### config.mk
export PLATFORM = sky130hd
export DESIGN_NAME = adder_arbiter
export DESIGN_NICKNAME = d
export VERILOG_FILES = /design/src/rtl/adder_arbiter.sv
export SDC_FILE = /design/constraint.sdc
export NUM_CORES = 1
export LEC_CHECK = 0
export BUFFER_PORTS_ARGS = -buffer_cell sky130_fd_sc_hd__buf_2
export CAP_MARGIN = 20
export CORE_ASPECT_RATIO = 2
export CORE_MARGIN = 5
export CORE_UTILIZATION = 42
export CTS_BUF_LIST = sky130_fd_sc_hd__clkbuf_4
export DETAILED_ROUTE_END_ITERATION = 8
export PLACE_DENSITY = 0.78
export SYNTH_ARGS = -nofsm -noshare
export SYNTH_HDL_FRONTEND = slang
export SYNTH_HIERARCHICAL = 1
export SYNTH_SLANG_ARGS = --single-unit
### constraint.sdc
create_clock -name clk -period 2.35 [get_ports clk]
set_clock_uncertainty 0.2 [all_clocks]
set_input_delay 0.47 -clock clk [delete_from_list [all_inputs] [get_ports clk]]
set_output_delay 0.47 -clock clk [all_outputs]
set_load 0.05 [all_outputs]
### src/rtl/adder_arbiter.sv
// adder_arbiter: round-robin arbiter that shares one fixed-latency adder
// pipeline among NREQ requesters. Each accepted operation is tagged with
// its requester index, and the tag travels beside the adder so that the
// sum can be routed back to the right requester when it emerges.

// Protocol properties watched alongside the arbiter (ignored by synthesis).
module adder_arbiter_checker #(
  parameter int NREQ = 4
) (
  input logic            clk,
  input logic            rst,
  input logic [NREQ-1:0] req_ready,
  input logic [NREQ-1:0] resp_valid,
  input logic [NREQ-1:0] pending
);

  a_ready_onehot : assert property (@(posedge clk) disable iff (rst)
    $onehot0(req_ready));

  a_resp_onehot : assert property (@(posedge clk) disable iff (rst)
    $onehot0(resp_valid));

  a_no_grant_while_pending : assert property (@(posedge clk) disable iff (rst)
    (req_ready & pending) == {NREQ{1'b0}});

  a_resp_only_when_pending : assert property (@(posedge clk) disable iff (rst)
    (resp_valid & ~pending) == {NREQ{1'b0}});

endmodule

module adder_arbiter #(
  parameter int NREQ = 4,
  parameter int W    = 8,
  parameter int LAT  = 3
) (
  input  logic              clk,
  input  logic              rst,
  input  logic [NREQ-1:0]   req_valid,
  input  logic [NREQ*W-1:0] req_a,
  input  logic [NREQ*W-1:0] req_b,
  output logic [NREQ-1:0]   req_ready,
  output logic [NREQ-1:0]   resp_valid,
  output logic [W:0]        resp_data,
  output logic [W-1:0]      add_a,
  output logic [W-1:0]      add_b,
  output logic              add_valid,
  input  logic [W:0]        add_result,
  output logic              busy
);

  localparam int IDXW = (NREQ > 1) ? $clog2(NREQ) : 1;

  typedef logic [IDXW-1:0] idx_t;

  // Index following idx, wrapping from NREQ-1 back to 0.
  function automatic idx_t f_next_idx(input idx_t idx);
    idx_t nxt;
    if (idx == idx_t'(NREQ - 1)) begin
      nxt = {IDXW{1'b0}};
    end else begin
      nxt = idx + idx_t'(1);
    end
    return nxt;
  endfunction

  // Round-robin pick: first eligible index after 'last'; returns {found, index}.
  function automatic logic [IDXW:0] f_rr_pick(input logic [NREQ-1:0] elig,
                                              input idx_t            last);
    idx_t cand;
    idx_t win;
    logic found;
    cand  = last;
    win   = {IDXW{1'b0}};
    found = 1'b0;
    for (int k = 0; k < NREQ; k++) begin
      cand = f_next_idx(cand);
      if (!found && elig[cand]) begin
        found = 1'b1;
        win   = cand;
      end else begin
        found = found;
        win   = win;
      end
    end
    return {found, win};
  endfunction

  // One-hot decode of a requester index.
  function automatic logic [NREQ-1:0] f_onehot(input idx_t idx);
    logic [NREQ-1:0] vec;
    vec = {NREQ{1'b0}};
    for (int i = 0; i < NREQ; i++) begin
      vec[i] = (idx == idx_t'(i));
    end
    return vec;
  endfunction

  // Select requester idx's W-bit lane out of a packed operand bus.
  function automatic logic [W-1:0] f_lane(input logic [NREQ*W-1:0] bus,
                                          input idx_t              idx);
    logic [W-1:0] lane;
    lane = {W{1'b0}};
    for (int i = 0; i < NREQ; i++) begin
      if (idx == idx_t'(i)) begin
        lane = bus[i*W +: W];
      end else begin
        lane = lane;
      end
    end
    return lane;
  endfunction

  // Arbitration state
  logic [NREQ-1:0] r_pending;
  idx_t            r_last;

  // Issue stage (drives the shared adder)
  logic            r_add_valid;
  logic [W-1:0]    r_add_a;
  logic [W-1:0]    r_add_b;
  idx_t            r_issue_idx;

  // Tag pipeline running in lockstep with the adder
  logic [LAT-1:0]  r_tag_valid;
  idx_t            r_tag_idx [LAT];

  // Response stage
  logic [NREQ-1:0] r_resp_valid;
  logic [W:0]      r_resp_data;

  // Combinational arbitration results
  logic [NREQ-1:0] w_eligible;
  logic [IDXW:0]   w_pick;
  idx_t            w_win;
  logic            w_grant;
  logic [NREQ-1:0] w_req_ready;

  // Pick the round-robin winner among requesters without an outstanding op.
  always_comb begin
    w_eligible  = req_valid & ~r_pending;
    w_pick      = f_rr_pick(w_eligible, r_last);
    w_win       = w_pick[IDXW-1:0];
    w_grant     = 1'b0;
    w_req_ready = {NREQ{1'b0}};
    if (!rst && w_pick[IDXW]) begin
      w_grant     = 1'b1;
      w_req_ready = f_onehot(w_win);
    end else begin
      w_grant     = 1'b0;
      w_req_ready = {NREQ{1'b0}};
    end
  end

  // Register the winner's operands toward the adder and advance the pointer.
  always_ff @(posedge clk) begin
    if (rst) begin
      r_add_valid <= 1'b0;
      r_add_a     <= {W{1'b0}};
      r_add_b     <= {W{1'b0}};
      r_issue_idx <= {IDXW{1'b0}};
      r_last      <= idx_t'(NREQ - 1);
    end else if (w_grant) begin
      r_add_valid <= 1'b1;
      r_add_a     <= f_lane(req_a, w_win);
      r_add_b     <= f_lane(req_b, w_win);
      r_issue_idx <= w_win;
      r_last      <= w_win;
    end else begin
      r_add_valid <= 1'b0;
      r_add_a     <= {W{1'b0}};
      r_add_b     <= {W{1'b0}};
      r_issue_idx <= {IDXW{1'b0}};
      r_last      <= r_last;
    end
  end

  // Track one outstanding op per requester: set on grant, clear after its response.
  always_ff @(posedge clk) begin
    if (rst) begin
      r_pending <= {NREQ{1'b0}};
    end else begin
      r_pending <= (r_pending & ~r_resp_valid) | w_req_ready;
    end
  end

  // Shift {valid, index} tags alongside the adder's internal pipeline.
  always_ff @(posedge clk) begin
    if (rst) begin
      r_tag_valid <= {LAT{1'b0}};
      for (int i = 0; i < LAT; i++) begin
        r_tag_idx[i] <= {IDXW{1'b0}};
      end
    end else begin
      r_tag_valid[0] <= r_add_valid;
      r_tag_idx[0]   <= r_issue_idx;
      for (int i = LAT - 1; i > 0; i--) begin
        r_tag_valid[i] <= r_tag_valid[i-1];
        r_tag_idx[i]   <= r_tag_idx[i-1];
      end
    end
  end

  // Capture the adder result for the requester whose tag is exiting now.
  always_ff @(posedge clk) begin
    if (rst) begin
      r_resp_valid <= {NREQ{1'b0}};
      r_resp_data  <= {(W+1){1'b0}};
    end else if (r_tag_valid[LAT-1]) begin
      r_resp_valid <= f_onehot(r_tag_idx[LAT-1]);
      r_resp_data  <= add_result;
    end else begin
      r_resp_valid <= {NREQ{1'b0}};
      r_resp_data  <= r_resp_data;
    end
  end

  assign req_ready  = w_req_ready;
  assign resp_valid = r_resp_valid;
  assign resp_data  = r_resp_data;
  assign add_a      = r_add_a;
  assign add_b      = r_add_b;
  assign add_valid  = r_add_valid;
  assign busy       = r_add_valid | (|r_tag_valid) | (|r_resp_valid) | (|r_pending);

  adder_arbiter_checker #(
    .NREQ (NREQ)
  ) u_checker (
    .clk        (clk),
    .rst        (rst),
    .req_ready  (w_req_ready),
    .resp_valid (r_resp_valid),
    .pending    (r_pending)
  );

endmodule
==> out/qor.yml, run 1 <==
power_and_ir_drop:
  ir_drop_mv: 0.933
  powerDensity_nw_per_um2: 1410
  p_leak_nw: 1.60
  power_mw: 4.72
synth:
  synth-compound-area-share_pct: 21.8
  synth_cell_types: 40
  synthesis.area_sq_um: 2250
  synthTopCellsByArea: "dfxtp_1 (42%), mux2i_1 (6.7%), o22ai_2 (5.0%)"
  ys_seq_area_share_pct: 41.7
  synth_ff_type: "dfxtp_1"
  synth_top_family_by_area: "simple AND/OR/NAND/NOR gates"
  synth_edf_count: 0
  yosys.area_share.simple_pct: 23.0
  synth-seq-cells: 47
  synth_top_area_share_pct: 41.7
  synth_fa_ha_area_share_pct: 0.555
  yosys.area_share.xor_xnor_pct: 0
  yosysWarnings: 6
  synthCells: 245
  synthArstFlopShare_pct: 0
  muxShareOfSynthArea_pct: 6.66
  synth_area_leader_cell: "dfxtp_1"
  syn_nets: 325
  syn_area_per_cell_sq_um: 9.20
setup_path:
  worstPathRequired_ns: 1.68
  r2r_cells: 10
  startpoint_type: "flip-flop"
  r2r_start: "r_last[0]"
  arrival_ns: 2.14
  worstPathMaxFanout: 3
  reg2reg_slack_ns: 0.05
  critPathCaptureType: "output pin"
  crit_type: "reg -> out"
  r2r_end: "add_a[6]"
grt:
  grt_pass1_wl_um: 10900
  grt_usage_pct: 20.4
  overflow: 0
  antenna_found_initial: 0
  first_global_vias: 2360
  grt_start_max_net_pins: 26
floorplan:
  start_util_pct: 43.5
  coreArea_sq_um: 5180
  dieArea_sq_um: 7020
  io_pins: 114
  rows: 37
  die_h_um: 114
  die_w_um: 61.8
clock_network:
  insertion_delay_ns: 0.36
  numCtsBuffers: 5
  max-clock-path-buffers: 2
  cts_tree: "done"
  root_buffer: "clkbuf_4"
  clock_sinks: 47
  cts.reportedPaths.clkPinSlew_ns: 0.14
  htree_levels: 2
  cts_hold_buffers: 0
run_status:
  violations: "setup timing"
  outcome: "complete, but fails checks"
layout:
  fin_area_sq_um: 3360
  syn2layout_area_growth_pct: 49.1
  multi_input_area_sq_um: 1250
  layout_common_cells: "buf_2 (109), dfxtp_1 (45), buf_4 (37)"
  regArea_sq_um: 943
  antenna_cells: 0
  drive_gt1_share_pct: 50.5
  layout_commonest_cell: "buf_2"
  fillCellCount: 464
  finish.net_count: 469
  instances_no_fill: 448
hold_path:
  hold_path.class: "in -> reg"
  min-delay-start: "add_result[7]"
  hold_path_end: "resp_data[7]"
  min_path_cells: 3
sta:
  hold_viol: 0
  timing.final.ws_setup_ns: -0.461
  slew_viol_final: 0
  tns_ns: -1.38
  finalSetupViolCount: 4
  relSlewSlack_pct: 76.2
  hold_slack_ns: 0.131
  fin_crit_sh_pct: 120
  fmaxAchievable_mhz: 356
  grt_setup_unrepaired: "true"
  min_period_ns: 2.81
  worst_pin_slew_ns: 0.354
drt:
  via_count: 2374
  drc: 0
  vias_per_cell: 5.30
  dr.pass1.iters: 4
  wire_per_inst_um: 15.5
  drt_iter0_drc: 137
  wl_um: 6960
  postRouteAntennaNets: 0
placement:
  hpwl_um: 5500
  place_inst: 439
  port_buffers: 113
  routabilityCongestion: 0.911
  postPlaceCellArea_sq_um: 3170
flow_run:
  cap_violations: 0
## where the power goes
group	switching, mW	total, mW	internal, mW
sequential	0.0856	1.08	0.995
combinational	1.74	3.04	1.30
clock	0.258	0.602	0.344
total	2.09	4.72	2.64
## kinds of logic (layout without fill, tap and decap cells)
group           after synthesis  in the layout
compound gates               54             54
fa+ha+maj                     1              1
buf+inv                      31            176
flops                        47             47
mux                          15             15
simple gates                 97             97
## layer usage
| metal | GRT usage, % | share of wire, % | vias up |
|---|---|---|---|
| li1 | - | - | 1164 |
| met1 | 22.0 | 35 | 1114 |
| met2 | 37.2 | 56 | 83 |
| met3 | 4.30 | 6.2 | 13 |
| met4 | 7.08 | 2.2 | 0 |
| met5 | 0 | 0 | - |
## layout make-up
type / instances / share of cell area [%]
Timing Repair Buffer: 153 / 27.4
Inverter: 15 / 1.90
Sequential cell: 47 / 28.1
Multi-Input combinational cell: 167 / 37.3
Clock inverter: 2 / 1.79
Clock buffer: 6 / 1.34
Tap cell: 58 / 2.16
## state kept, by name, indices dropped and copies added (netlist names)
signal and count:
r_pending 4, r_issue_idx 2, add_valid 1, r_tag_idx 6, add_a 8, r_tag_valid 3
resp_valid 4, r_last 2, add_b 8, resp_data 9
## worst max-delay path: stages (launching register included)
cell and delay [ns]:
dfxtp_2 0.37, ha_4 0.15, or2_4 0.23, a221oi_2 0.25
o22ai_2 0.15, or3_4 0.43, inv_8 0.06, buf_8 0.13
## cells in the mapped netlist (2+ instances only)
cell / n
o22ai_2: 9
buf_6: 2
nand2b_1: 4
buf_2: 5
inv_1: 14
o32ai_1: 8
dfxtp_1: 47
o21ai_1: 2
nor2_1: 25
a2111oi_2: 6
nor2b_2: 2
nand3_1: 2
nor2b_1: 14
and3_1: 2
nor3b_1: 10
nor4_1: 4
mux2i_1: 15
a211oi_1: 2
a21oi_1: 2
clkbuf_1: 8
o21ai_0: 10
nor3_1: 16
o22ai_1: 6
nand2_1: 14
## how the worst max path moves through the flow
stage / start / to / slack (ns) / cells after the start
2_1_floorplan: r_last[1] / req_ready[2] / -0.13 / 7
3_3_place_gp: req_valid[2] / req_ready[3] / -0.21 / 7
3_5_place_dp: req_valid[0] / req_ready[3] / -0.25 / 8
4_1_cts: r_last[0] / req_ready[3] / -0.50 / 7
5_1_grt: r_last[0] / req_ready[3] / -0.54 / 7
6_report: r_last[0] / req_ready[3] / -0.46 / 7
## metrics by stage
stage,setup WS [ns],util (%)
final,-0.461,64.8
after floorplan,-0.131,-
after global placement,-0.210,61.1
after CTS,-0.496,64.4
after global routing,-0.542,64.8
after detailed placement,-0.252,61.1
## what timing repair did
item | CTS | global route
pin swaps | 5 | 7
setup buffers | 1 | 0
gates resized for setup | 15 | 4
setup endpoints to repair | 9 | 11
No activity file was read; power rests on OpenSTA's default activity.
==> run 2, diff against run 1 <==
--- a/config.mk
+++ b/config.mk
@@ -7,7 +7,7 @@
 export LEC_CHECK = 0
 export BUFFER_PORTS_ARGS = -buffer_cell sky130_fd_sc_hd__buf_2
 export CAP_MARGIN = 20
-export CORE_ASPECT_RATIO = 2
+export CORE_ASPECT_RATIO = 1.1
 export CORE_MARGIN = 5
 export CORE_UTILIZATION = 42
 export CTS_BUF_LIST = sky130_fd_sc_hd__clkbuf_4
==> run 2 against run 1 <==
Against the previous run: the run still ends with setup timing left; highest routed layer unchanged; combinational power down 3%; wire length down 5.3%; register-to-register slack better by 0.06 ns; critical endpoint unchanged.
==> out/qor.yml, run 2 (synthesis results as in run 1) <==
sta:
  relSlewSlack_pct: 65.1  # -11 points
  timing.final.ws_setup_ns: -0.400  # +0.0614 ns
  worst_pin_slew_ns: 0.518  # +0.164 ns
  min_period_ns: 2.75  # -0.0614 ns
  hold_viol: 0  # unchanged
  finalSetupViolCount: 4  # unchanged
  tns_ns: -1.45  # -0.0717 ns
  fmaxAchievable_mhz: 364  # +2.2%
  grt_setup_unrepaired: "true"
  hold_slack_ns: 0.138  # +0.00652 ns
  fin_crit_sh_pct: 117  # -2.6 points
  slew_viol_final: 0  # unchanged
drt:
  dr.pass1.iters: 4  # unchanged
  wl_um: 6580  # -5.3%
  drc: 0  # unchanged
  wire_per_inst_um: 14.3  # -7.6%
  drt_iter0_drc: 98  # -28%
  via_count: 2288  # -3.6%
  vias_per_cell: 4.98  # -5.9%
  postRouteAntennaNets: 0  # unchanged
floorplan:
  die_h_um: 86.8  # -24%
  dieArea_sq_um: 6940  # -1.2%
  coreArea_sq_um: 5290  # +2.0%
  die_w_um: 79.9  # +29%
  start_util_pct: 42.6  # -0.86 points
  io_pins: 114  # unchanged
  rows: 28  # -24%
layout:
  drive_gt1_share_pct: 50.0  # -0.51 points
  antenna_cells: 0  # unchanged
  regArea_sq_um: 943  # unchanged
  fillCellCount: 461  # -0.65%
  fin_area_sq_um: 3320  # -1.1%
  finish.net_count: 463  # -1.3%
  syn2layout_area_growth_pct: 47.4
  finish.utilization_pct: 62.8  # -2.0 points
  multi_input_area_sq_um: 1270  # +1.5%
  layout_common_cells: "buf_2 (109), dfxtp_1 (45), buf_4 (32)"
  layout_commonest_cell: "buf_2"
  largest_reg_flops: 9  # unchanged
grt:
  grt_usage_pct: 18.6  # -1.8 points
  top_usage_layer: "met2"
  overflow: 0  # unchanged
  grt_pass1_wl_um: 10300  # -5.3%
  grt_util_met3_pct: 5.72  # +1.4 points
  antenna_found_initial: 0  # unchanged
  met2_usage_pct: 33.3  # -3.9 points
  met1_usage_pct: 21.2  # -0.81 points
  first_global_vias: 2312  # -2.0%
  grt_start_max_net_pins: 26  # unchanged
setup_path:
  worstPathMaxFanout: 4  # +1
  cpLargestDelayFamily: "simple AND/OR/NAND/NOR gates"
  startpoint_type: "flip-flop"
  worstPathRequired_ns: 1.68  # about the same
  crit_chain: "ha_4 -> or2_4 -> a221oi_4 -> o22ai_2 -> or3_4 -> inv_8 -> buf_12"
  critPathCaptureType: "output pin"
  arrival_ns: 2.08  # -0.06 ns
  cp_slowest_cell: "or3_4"
  critPathBufInv: 2  # unchanged
  cpPeakStageDelay_ns: 0.38  # -0.05 ns
  crit_type: "reg -> out"
clock_network:
  htree_levels: 2  # unchanged
  max-clock-path-buffers: 2  # unchanged
  cts_hold_buffers: 0  # unchanged
  insertion_delay_ns: 0.37  # about the same
  cts.reportedPaths.clkPinSlew_ns: 0.13  # about the same
  numCtsBuffers: 5  # unchanged
  cts_tree: "done"
  root_buffer: "clkbuf_4"
  clock_sinks: 47  # unchanged
power_and_ir_drop:
  p_switching_mw: 2.08  # -0.28%
  swShare_pct: 45.9  # +1.7 points
  power_mw: 4.54  # -3.9%
  share_comb_of_total_power_pct: 65.3  # +0.9 points
  internal-power_mw: 2.46  # -6.8%
  p_clk_share_pct: 10.9  # -1.8 points
  ir_drop_mv: 0.519  # -44%
  powerDensity_nw_per_um2: 1370  # -2.8%
  p_leak_nw: 1.56  # -2.4%
  p_seq_share_pct: 23.8  # +0.9 points
hold_path:
  hold_path.class: "in -> reg"
flow_run:
  cap_violations: 0  # unchanged
placement:
  hpwl_um: 4990  # -9.4%
  postPlaceCellArea_sq_um: 3120  # -1.6%
  routabilityCongestion: 0.837  # -8.1%
  port_buffers: 113  # unchanged
run_status:
  violations: "setup timing"
  outcome: "complete, but fails checks"
[run 2: cell types whose count changed in the layout (fill, tap and decap cells not counted), sizes merged]
cell / change
inv: +1
clkbuf: -1
bufinv: -1
buf: -6
clkinv: +1
[run 2: worst paths after layout]
path              startpoint              end  slack, ns  cells after the start
min            add_result[2]     resp_data[2]       0.14                      3
min reg2reg  r_tag_idx[0][3]  r_tag_idx[0][5]       0.26                      1
max                r_last[0]     req_ready[3]      -0.40                      7
max reg2reg        r_last[0]         add_b[2]       0.11                      8
[run 2: tightest hold or removal path, cell delays in order]
cell and delay, ns:
buf_2 0.07, mux2i_1 0.05, nor2_1 0.07
[run 2: power groups by stage]
stage               Combinational [mW]  Sequential, mW  Clock (mW)
finish                            2.96            1.08       0.495
global route                      3.18            1.10       0.542
CTS                               2.86            1.08       0.511
detailed placement                2.71            1.10           0
global placement                  2.65            1.09           0
floorplan                         1.63            1.47           0
[run 2: repair_timing]
item | CTS | global route
setup buffers | 3 | 0
endpoints found under the setup margin | 4 | 10
pin swaps | 7 | 0
cloned | 0 | 0
gates resized for setup | 17 | 5
[run 2: final cells by class]
| cell class | count | area share [%] |
|---|---|---|
| Inverter | 15 | 1.92 |
| Tap cell | 75 | 2.82 |
| Clock buffer | 5 | 1.13 |
| Sequential cell | 47 | 28.4 |
| Clock inverter | 3 | 1.28 |
| Multi-Input combinational cell | 167 | 38.3 |
| Timing Repair Buffer | 147 | 26.2 |
[run 2: per-stage QoR]
step                instances  setup WS [ns]
global route              459         -0.495
global placement          448         -0.217
detailed placement        448         -0.238
CTS                       459         -0.415
floorplan                 245         -0.131
finish                    459         -0.400
[run 2: per-layer routing]
layer | wire, um | vias to the layer above
met2 | 3300 | 80
met1 | 2640 | 1047
met3 | 585 | 7
met5 | 0 | -
li1 | - | 1154
met4 | 61 | 0
==> run 3, diff against run 2 <==
--- a/config.mk
+++ b/config.mk
@@ -5,14 +5,16 @@
 export SDC_FILE = /design/constraint.sdc
 export NUM_CORES = 1
 export LEC_CHECK = 0
+export ABC_AREA = 1
 export BUFFER_PORTS_ARGS = -buffer_cell sky130_fd_sc_hd__buf_2
 export CAP_MARGIN = 20
 export CORE_ASPECT_RATIO = 1.1
 export CORE_MARGIN = 5
-export CORE_UTILIZATION = 42
+export CORE_UTILIZATION = 44
 export CTS_BUF_LIST = sky130_fd_sc_hd__clkbuf_4
 export DETAILED_ROUTE_END_ITERATION = 8
-export PLACE_DENSITY = 0.78
+export GPL_ROUTABILITY_DRIVEN = 1
+export PLACE_DENSITY = 0.79
 export SYNTH_ARGS = -nofsm -noshare
 export SYNTH_HDL_FRONTEND = slang
 export SYNTH_HIERARCHICAL = 1
==> run 3 against run 2 <==
Against the previous run: hold slack got worse by 0.083 ns; sequential cell count did not move; non-clock buffer count rose by 10; clock-buffer cell count rose by 1; wire length rose by 20%; cell area rose by 10%; first-iteration DRC count rose by 62%; the flow still finishes with violations (setup timing); worst setup slack got worse by 0.23 ns; register-to-register slack got worse by 0.28 ns.
==> out/qor.yml, run 3 <==
setup_path:
  worstPathRequired_ns: 1.68  # about the same
  crit_start: "r_last[0]"
  r2r_cells: 14  # +6
  reg2reg_slack_ns: -0.17  # -0.28 ns
  worstPathMaxFanout: 8  # +4
  r2r_end: "add_a[3]"
  crit_type: "reg -> out"
  arrival_ns: 2.31  # +0.23 ns
  critPathCaptureType: "output pin"
  startpoint_type: "flip-flop"
  r2r_start: "r_last[0]"
clock_network:
  max-clock-path-buffers: 2  # unchanged
  insertion_delay_ns: 0.40  # +0.03 ns
  htree_levels: 2  # unchanged
  numCtsBuffers: 5  # unchanged
  cts_tree: "done"
  cts.reportedPaths.clkPinSlew_ns: 0.15  # +0.02 ns
  clock_sinks: 47  # unchanged
  root_buffer: "clkbuf_4"
  cts_hold_buffers: 0  # unchanged
sta:
  min_period_ns: 2.98  # +0.228 ns
  slew_viol_final: 0  # unchanged
  relSlewSlack_pct: 73.3  # +8.2 points
  fin_crit_sh_pct: 127  # +9.7 points
  grt_setup_unrepaired: "true"
  timing.final.ws_setup_ns: -0.628  # -0.228 ns
  worst_pin_slew_ns: 0.400  # -0.118 ns
  finalSetupViolCount: 17  # +13
  fmaxAchievable_mhz: 336  # -7.7%
  hold_viol: 0  # unchanged
floorplan:
  io_pins: 114  # unchanged
  rows: 28  # unchanged
  die_w_um: 81.6  # +2.1%
  coreArea_sq_um: 5430  # +2.6%
  dieArea_sq_um: 7240  # +4.3%
  start_util_pct: 45.6  # +3.0 points
  die_h_um: 88.7  # +2.2%
layout:
  syn2layout_area_growth_pct: 47.8
  largest_reg_flops: 9  # unchanged
  drive_gt1_share_pct: 47.6  # -2.4 points
  layout_commonest_cell: "buf_2"
  antenna_cells: 0  # unchanged
  layout_common_cells: "buf_2 (109), nand2_1 (91), nor2_1 (49)"
  finish.net_count: 589  # +27%
  instances_no_fill: 585  # +27%
synth:
  yosysMostFrequentCell: "nand2_1"
  yosysWarnings: 6  # unchanged
  synthArstFlopShare_pct: 0  # unchanged
  synth_ff_type: "dfxtp_1"
  ys_seq_area_share_pct: 38.0  # -3.8 points
  synth-seq-cells: 47  # unchanged
  synth_area_leader_cell: "dfxtp_1"
  synth_top_area_share_pct: 38.0  # -3.8 points
  synthTopCellsByArea: "dfxtp_1 (38%), nand2_1 (15%), nor2_1 (8.2%)"
  synthTopCellsByCount: "nand2_1 (100), nor2_1 (54), dfxtp_1 (47)"
  syn_area_per_cell_sq_um: 7.02  # -24%
  synth_cell_types: 31  # -23%
  synthesis.area_sq_um: 2480  # +9.9%
  synth_edf_count: 0  # unchanged
  syn_nets: 433  # +33%
  synthCells: 353  # +44%
grt:
  first_global_vias: 2773  # +20%
  grt_start_max_net_pins: 19  # -27%
  grt_usage_pct: 21.8  # +3.2 points
  overflow: 0  # unchanged
  grt_pass1_wl_um: 12200  # +18%
  antenna_found_initial: 0  # unchanged
drt:
  wl_um: 7870  # +20%
  wire_per_inst_um: 13.5  # -6.2%
  vias_per_cell: 4.81  # -3.5%
  dr.pass1.iters: 4  # unchanged
  postRouteAntennaNets: 0  # unchanged
  drt_iter0_drc: 159  # +62%
  drc: 0  # unchanged
  via_count: 2815  # +23%
hold_path:
  hold_path_end: "add_a[4]"
  min_path_cells: 3  # unchanged
  min-delay-start: "req_a[28]"
  hold_path.class: "in -> reg"
placement:
  port_buffers: 113  # unchanged
  routabilityCongestion: 0.871  # +4.1%
  hpwl_um: 5750  # +15%
  place_inst: 560  # +25%
run_status:
  outcome: "complete, but fails checks"
  violations: "setup timing"
flow_run:
  cap_violations: 0  # unchanged
-- run 3: changes by cell type in the layout (fill, tap and decap cells not counted), sizes merged, moves of 12 or more --
cell	change
o21ai	+16
o22ai	-15
mux2i	-15
nand2	+111
inv	+18
nor2	+43
nand3	+18
nor3	-12
nor2b	-16
-- run 3: layout make-up --
class | instances | area, sq um
Clock buffer | 6 | 45.0
Clock inverter | 2 | 15.0
Fill cell | 420 | 1770
Inverter | 34 | 135
Tap cell | 75 | 93.8
Sequential cell | 47 | 946
Multi-Input combinational cell | 264 | 1460
Timing Repair Buffer | 157 | 967
-- run 3: critical path, stage by stage (launching register included) --
cell	delay, ns
dfxtp_4	0.38
ha_4	0.18
nor2_4	0.16
nand2_2	0.10
nand2_2	0.08
nand2_2	0.07
nand2_4	0.12
nand3_2	0.11
nand3_1	0.13
nand2_4	0.11
nor2_4	0.13
inv_2	0.06
nor2_4	0.12
buf_8	0.15
-- run 3: kinds of logic (layout without fill, tap and decap cells) --
family,count (synthesis),after routing,share of synthesized area [%]
AND/OR/NAND/NOR,223,226,43.7
flip-flops,47,47,38.0
buffers and inverters,45,199,9.04
AO/OA/AOI/OAI,37,37,8.83
adder cells (fa/ha/maj),1,1,0.505
-- run 3: how the worst max path moves through the flow --
stage | cells past startpoint | to | slack [ns]
floorplan | 13 | req_ready[1] | -0.27
global placement | 14 | req_ready[1] | -0.26
detailed placement | 13 | req_ready[1] | -0.35
CTS | 10 | req_ready[1] | -0.58
global route | 13 | req_ready[0] | -0.75
finish | 13 | req_ready[1] | -0.63
-- run 3: what timing repair did --
action / 4_1_cts / 5_1_grt
resized for setup: 20 / 32
pin swaps: 9 / 7
setup buffers: 8 / 6
cloned: 2 / 1
setup endpoints to repair: 20 / 21
-- run 3: routing by layer --
layer	vias up	share of wire (%)	global-route usage (%)
li1	1429	-	-
met1	1265	39	24.8
met2	103	53	39.0
met3	18	5.5	5.19
met4	0	2.6	8.45
met5	-	0	0
-- run 3: stage by stage --
stage | setup TNS (ns) | util, % | hold WS [ns] | instance area [sq um] | setup WS (ns)
6_report | -3.68 | 67.5 | 0.0554 | 3660 | -0.628
5_1_grt | -6.23 | 67.5 | 0.0597 | 3660 | -0.750
4_1_cts | -2.34 | 65.0 | 0.0593 | 3530 | -0.575
3_5_place_dp | -1.55 | 61.5 | 0.193 | 3340 | -0.347
3_3_place_gp | -0.980 | 61.5 | 0.190 | 3340 | -0.256
2_1_floorplan | -0.804 | - | 0.188 | 2550 | -0.270
Power of run 3 is left out: the tool's default activity adds up to more than one toggle a clock period on the data nets, which glitch-free logic cannot reach.
